[src/rtl/vga_pkg.sv]
// Shared constants and types for the VGA scan-out block: 640x480@60 timing,
// 160x120 framebuffer geometry and the 3-bit RGB pixel type.
package vga_pkg;

    // 640x480 timing, horizontal in pixel clocks and vertical in lines
    localparam int VGA_H_VISIBLE = 640;
    localparam int VGA_H_FRONT   = 16;
    localparam int VGA_H_SYNC    = 96;
    localparam int VGA_H_BACK    = 48;
    localparam int VGA_H_TOTAL   = 800;
    localparam int VGA_V_VISIBLE = 480;
    localparam int VGA_V_FRONT   = 10;
    localparam int VGA_V_SYNC    = 2;
    localparam int VGA_V_BACK    = 33;
    localparam int VGA_V_TOTAL   = 525;

    // Framebuffer geometry: each pixel is replicated over a 4x4 screen block
    localparam int VGA_SCALE_SHIFT = 2;
    localparam int FB_WIDTH        = 160;
    localparam int FB_HEIGHT       = 120;
    localparam int FB_DEPTH        = 19200;

    // Counter and address widths (totals up to 1023, addresses up to 32767)
    localparam int CNT_W  = 10;
    localparam int ADDR_W = 15;

    typedef logic [2:0]        pixel_t;
    typedef logic [CNT_W-1:0]  count_t;
    typedef logic [ADDR_W-1:0] addr_t;

    // A set colour bit drives its 4-bit channel to full scale
    function automatic logic [3:0] expand_channel(input logic bit_i);
        return bit_i ? 4'hF : 4'h0;
    endfunction

endpackage

[src/rtl/vga_timing.sv]
// Horizontal/vertical raster counters plus the un-pipelined sync and
// visible-region flags derived from them.
module vga_timing
    import vga_pkg::*;
#(
    parameter int H_VISIBLE = VGA_H_VISIBLE,
    parameter int H_FRONT   = VGA_H_FRONT,
    parameter int H_SYNC    = VGA_H_SYNC,
    parameter int H_BACK    = VGA_H_BACK,
    parameter int V_VISIBLE = VGA_V_VISIBLE,
    parameter int V_FRONT   = VGA_V_FRONT,
    parameter int V_SYNC    = VGA_V_SYNC,
    parameter int V_BACK    = VGA_V_BACK
) (
    input  logic             clk,
    input  logic             reset,
    input  logic             enable,
    output logic [CNT_W-1:0] h_count_o,
    output logic [CNT_W-1:0] v_count_o,
    output logic             visible_o,
    output logic             hsync_n_o,
    output logic             vsync_n_o,
    output logic             line_end_o,
    output logic             frame_end_o
);

    localparam count_t H_VIS_C  = count_t'(H_VISIBLE);
    localparam count_t H_SYNC_S = count_t'(H_VISIBLE + H_FRONT);
    localparam count_t H_SYNC_E = count_t'(H_VISIBLE + H_FRONT + H_SYNC);
    localparam count_t H_LAST   = count_t'(H_VISIBLE + H_FRONT + H_SYNC + H_BACK - 1);
    localparam count_t V_VIS_C  = count_t'(V_VISIBLE);
    localparam count_t V_SYNC_S = count_t'(V_VISIBLE + V_FRONT);
    localparam count_t V_SYNC_E = count_t'(V_VISIBLE + V_FRONT + V_SYNC);
    localparam count_t V_LAST   = count_t'(V_VISIBLE + V_FRONT + V_SYNC + V_BACK - 1);

    count_t h_q, h_d;
    count_t v_q, v_d;
    logic   line_end;
    logic   frame_end;

    // Next raster position: h wraps every line, v advances on each h wrap
    always_comb begin
        line_end  = (h_q == H_LAST);
        frame_end = line_end && (v_q == V_LAST);
        h_d       = line_end ? '0 : h_q + count_t'(1);
        v_d       = v_q;
        if (line_end) begin
            v_d = (v_q == V_LAST) ? '0 : v_q + count_t'(1);
        end
    end

    // Counters park at (0,0) under reset or while scanning is disabled
    always_ff @(posedge clk) begin
        if (reset || !enable) begin
            h_q <= '0;
            v_q <= '0;
        end else begin
            h_q <= h_d;
            v_q <= v_d;
        end
    end

    assign h_count_o   = h_q;
    assign v_count_o   = v_q;
    assign line_end_o  = line_end;
    assign frame_end_o = frame_end;
    // Visible is gated by enable so a parked raster never fetches pixels
    assign visible_o   = enable && (h_q < H_VIS_C) && (v_q < V_VIS_C);
    assign hsync_n_o   = !((h_q >= H_SYNC_S) && (h_q < H_SYNC_E));
    assign vsync_n_o   = !((v_q >= V_SYNC_S) && (v_q < V_SYNC_E));

endmodule

[src/rtl/vga_scanout.sv]
// VGA scan-out: framebuffer address generation from the raster position and
// a one-cycle output pipeline keeping colour, syncs and frame_start aligned.
module vga_scanout
    import vga_pkg::*;
#(
    parameter int H_VISIBLE   = VGA_H_VISIBLE,
    parameter int H_FRONT     = VGA_H_FRONT,
    parameter int H_SYNC      = VGA_H_SYNC,
    parameter int H_BACK      = VGA_H_BACK,
    parameter int V_VISIBLE   = VGA_V_VISIBLE,
    parameter int V_FRONT     = VGA_V_FRONT,
    parameter int V_SYNC      = VGA_V_SYNC,
    parameter int V_BACK      = VGA_V_BACK,
    parameter int SCALE_SHIFT = VGA_SCALE_SHIFT
) (
    input  logic        clk,
    input  logic        reset,
    input  logic        enable,
    output logic [14:0] read_address,
    input  logic [2:0]  read_data,
    output logic        hsync,
    output logic        vsync,
    output logic [3:0]  vga_r,
    output logic [3:0]  vga_g,
    output logic [3:0]  vga_b,
    output logic        frame_start
);

    localparam count_t V_VIS_C    = count_t'(V_VISIBLE);
    localparam count_t SCALE_MASK = count_t'((1 << SCALE_SHIFT) - 1);

    count_t h_count;
    count_t v_count;
    logic   visible;
    logic   hsync_pre;
    logic   vsync_pre;
    logic   line_end;
    logic   frame_end;
    logic   frame_start_pre;

    addr_t  row_q, row_d;
    addr_t  last_q, last_d;
    addr_t  addr_cur;

    logic       hsync_q, vsync_q, vis_q, fs_q;
    logic [3:0] r_q, g_q, b_q;

    vga_timing #(
        .H_VISIBLE (H_VISIBLE),
        .H_FRONT   (H_FRONT),
        .H_SYNC    (H_SYNC),
        .H_BACK    (H_BACK),
        .V_VISIBLE (V_VISIBLE),
        .V_FRONT   (V_FRONT),
        .V_SYNC    (V_SYNC),
        .V_BACK    (V_BACK)
    ) u_timing (
        .clk         (clk),
        .reset       (reset),
        .enable      (enable),
        .h_count_o   (h_count),
        .v_count_o   (v_count),
        .visible_o   (visible),
        .hsync_n_o   (hsync_pre),
        .vsync_n_o   (vsync_pre),
        .line_end_o  (line_end),
        .frame_end_o (frame_end)
    );

    assign frame_start_pre = visible && (h_count == '0) && (v_count == '0);

    // Address = row base + column; the row base steps by one framebuffer row
    // at the end of every 4th visible line instead of multiplying v by 160
    always_comb begin
        addr_cur     = row_q + addr_t'(h_count >> SCALE_SHIFT);
        read_address = visible ? addr_cur : last_q;
        last_d       = read_address;
        row_d        = row_q;
        if (frame_end) begin
            row_d = '0;
        end else if (line_end && (v_count < V_VIS_C) &&
                     ((v_count & SCALE_MASK) == SCALE_MASK)) begin
            row_d = row_q + addr_t'(FB_WIDTH);
        end
    end

    // Row base and held address clear with the raster
    always_ff @(posedge clk) begin
        if (reset || !enable) begin
            row_q  <= '0;
            last_q <= '0;
        end else begin
            row_q  <= row_d;
            last_q <= last_d;
        end
    end

    // ---- output stage: control flags delayed one cycle alongside the pixel
    always_ff @(posedge clk) begin
        if (reset || !enable) begin
            hsync_q <= 1'b1;
            vsync_q <= 1'b1;
            vis_q   <= 1'b0;
            fs_q    <= 1'b0;
        end else begin
            hsync_q <= hsync_pre;
            vsync_q <= vsync_pre;
            vis_q   <= visible;
            fs_q    <= frame_start_pre;
        end
    end

    // Pixel data register; blanking is applied afterwards by the delayed flag
    always_ff @(posedge clk) begin
        r_q <= expand_channel(read_data[2]);
        g_q <= expand_channel(read_data[1]);
        b_q <= expand_channel(read_data[0]);
    end

    assign hsync       = hsync_q;
    assign vsync       = vsync_q;
    assign frame_start = fs_q;
    assign vga_r       = vis_q ? r_q : 4'h0;
    assign vga_g       = vis_q ? g_q : 4'h0;
    assign vga_b       = vis_q ? b_q : 4'h0;

endmodule
[config.mk]
export PLATFORM = sky130hd
export DESIGN_NAME = vga_scanout
export DESIGN_NICKNAME = d
export VERILOG_FILES = /design/src/rtl/vga_pkg.sv /design/src/rtl/vga_timing.sv /design/src/rtl/vga_scanout.sv
export SDC_FILE = /design/constraint.sdc
export NUM_CORES = 1
export LEC_CHECK = 0
export CAP_MARGIN = 20
export CORE_MARGIN = 2
export CORE_UTILIZATION = 24
export CTS_CLUSTER_SIZE = 40
export DETAILED_ROUTE_END_ITERATION = 7
export GPL_ROUTABILITY_DRIVEN = 0
export PLACE_DENSITY_LB_ADDON = 0.08
export SETUP_SLACK_MARGIN = 0.1
export SLEW_MARGIN = 30
export SYNTH_ARGS = -nofsm -noshare
export SYNTH_HDL_FRONTEND = slang
export SYNTH_SLANG_ARGS = --single-unit
[constraint.sdc]
create_clock -name clk -period 2.5 [get_ports clk]
set_clock_uncertainty 0.05 [all_clocks]
set_input_delay 0.625 -clock clk [delete_from_list [all_inputs] [get_ports clk]]
set_output_delay 0.625 -clock clk [all_outputs]
set_load 0.005 [all_outputs]
==> run summary <==
outcome = complete, but fails checks
failing checks = setup timing
PortBufs = 35
clk sink count = 52
synth unique cells = 47
Fill cells = 1072
initial antenna violation count = 0
max-cap violations = 0
final hold slack = 435 ps
number of flops mapped to enable cells by yosys = 0
Die Area = 11700 sq um
diode count = 0
largest net degree at the start of global routing = 29
Rows = 37
switching pwr = 368 uW
Leakage Power = 0.00148 uW
top post-synthesis cells by area = dfxtp_1 (40%), a21oi_1 (4.4%), ha_1 (3.9%)
Antenna Nets Post-Route = 0
drt drc = 0
RSZ-0062 raised after global routing = yes
Critical Path Start Type = flop
Seq/Total Area, Yosys = 40.1%
post-route cell area = 3900 sq um
Req. time, crit path = 1820 ps
Post-Synthesis Cells = 290
cell-internal power = 1100 uW
DRT iter0 DRCs = 151
dominant synthesized flop cell = dfxtp_1
min-delay src = last_q[8]
routed length per instance = 14.4 um
Synthesis Warnings = 0
relative slew slack = 59.7%
dominant cell type by area after synthesis = dfxtp_1
CP max FO = 3
sequential share of power = 56.9%
multi-input logic area = 1640 sq um
endpoints failing setup = 8
Slew @ Worst Pin = 603 ps
ys async rst share = 0%
pre-CTS setup slack = -503 ps
first-pass GRT wire length = 12300 um
CTS Root Buffer Type = clkbuf_8
worst vdd ir = 0.181 mV
dpl hpwl = 4920 um
cts bufs inserted = 5
CP arrival = 2010 ps
area growth from synthesis to layout = 50.5%
Final Hold Fails = 0
Synth Register Bits = 52
Hold Path Stages = 2
aggregate global-route resource usage = 13.4%
CP Capture Type = output pin
chip width = 108 um
Cell Area, Placed = 3330 sq um
FF+latch area = 1050 sq um
max-slew violations = 0
Final period util = 107%
number of global-route vias before repair = 2371
combinational power share = 8.8%
Yosys top cell area share = 40.1%
fmax = 373 MHz
Mean Syn Cell Area = 8.94 sq um
Cell Area, Synth = 2590 sq um
Core Box Area = 10400 sq um
Setup CP Type = flop to output pin
r2r startpoint = u_timing.h_count_o[7]
Die Ht = 108 um
Starting Density = 24.9%
Clock power frac = 34.2%
FF-to-FF path depth = 7
final design utilization = 37.5%
clock insertion delay at the later pin of the skew report = 310 ps
layout cell share with drive strength beyond 1 = 36.0%
Crit. Startpoint = u_timing.h_count_o[8]
Clock Pin Slew Worst Setup and Hold Paths = 110 ps
Nets = 386
DR vias = 2368
fin worst setup slack = -181 ps
I/O Pins = 36
sw frac = 25.0%
power per standard cell area = 377 nW/um^2
syn_nets = 305
GRT overflow = 0
CTS tree = done
drt total wl = 7340 um
vias per cell = 4.66
Hold Crit Class = flop to flop
post-route minimum period = 2680 ps
TNS Setup = -952 ps
H-Tree Level Count = 2
DRT Pass-1 Iters = 4
Max Root-Sink Buffers = 2
repair_timing:
action	CTS	global route
pin swaps	14	16
resized for setup	115	28
setup buffers	14	5
hold endpoints to repair	0	0
hold buffers	0	0
endpoints found under the setup margin	15	24
gates cloned	2	0
state kept, by name, summed over array words and instances (netlist names), 10 cells and up:
name / count
last_q: 15
row_q: 10
u_timing.h_count_o: 10
u_timing.v_count_o: 10
worst max-delay path, cell delays in order, from the launching register on:
cell and delay, ps:
dfxtp_4 380, buf_6 120, fa_2 380, a21o_1 230, buf_6 130, nand3_4 70
xor2_2 170, a21oi_1 90, buf_2 120
cells in the mapped netlist (all sizes together) (4+ instances only):
cell,n
a211oi,4
a21oi,26
and2,10
and3,5
buf,12
clkbuf,12
dfxtp,52
ha,8
inv,8
mux2,7
nand2,10
nand3,14
nand3b,4
nand4,6
nor2,19
nor4,5
o21ai,15
o31ai,10
or3,9
or4,12
xnor2,6
xor2,10
cells in the final DEF, fill, tap and decap left out, types with 6 or more instances in the layout:
cell type / Yosys / layout
or4_1: 9 / 9
o31ai_1: 10 / 10
buf_6: 1 / 23
buf_4: 9 / 42
and2_1: 10 / 10
buf_2: 2 / 8
xor2_1: 10 / 7
dfxtp_1: 52 / 47
nand3_1: 14 / 13
nand2_1: 10 / 10
o21ai_0: 12 / 8
nor2_1: 19 / 16
clkdlybuf4s50_1: 0 / 19
mux2_4: 0 / 7
a21oi_1: 23 / 20
inv_1: 8 / 8
or3_1: 9 / 6
final cells by class:
| type | instances | share of cell area (%) |
|---|---|---|
| Timing Repair Buffer | 98 | 23.7 |
| Clock buffer | 5 | 1.76 |
| Clock inverter | 3 | 0.481 |
| Multi-Input combinational cell | 206 | 41.9 |
| Inverter | 8 | 0.769 |
| Sequential cell | 52 | 27.0 |
| Tap cell | 136 | 4.36 |
cells by family (layout without fill, tap and decap cells):
| kind of cell | count (synthesis) | after routing | synth area share [%] |
|---|---|---|---|
| simple gates | 108 | 108 | 24.7 |
| compound gates | 66 | 66 | 15.7 |
| flops | 52 | 52 | 40.1 |
| buf+inv | 32 | 114 | 6.32 |
| xor+xnor | 16 | 16 | 5.40 |
| fa+ha+maj | 9 | 9 | 4.63 |
| mux | 7 | 7 | 3.04 |
per-layer routing:
layer  global-route usage [%]  wire (um)
met5                        0          0
met4                     3.66         93
met3                     2.71        227
met2                     22.1       3450
met1                     17.8       3560
stage by stage:
stage                     power [uW]  instances
after floorplan                  902        290
after global placement           957        482
after detailed placement         956        482
after CTS                       1480        506
after global routing            1540        508
final                           1470        508
path summary, 6_finish.rpt:
check                          end  slack (ps)
setup / recovery  read_address[13]        -180
hold / removal           last_q[8]         430
setup reg to reg         row_q[11]         240
hold reg to reg          last_q[8]         430
power groups by stage:
stage                     registers (uW)  logic (uW)  clock network (uW)
final                                837         130                 504
after global routing                 839         142                 561
after CTS                            840         122                 523
after detailed placement             860        96.9                   0
after global placement               860        96.8                   0
after floorplan                      859        43.4                   0
Note: power is estimated with default switching activity, not from simulation.
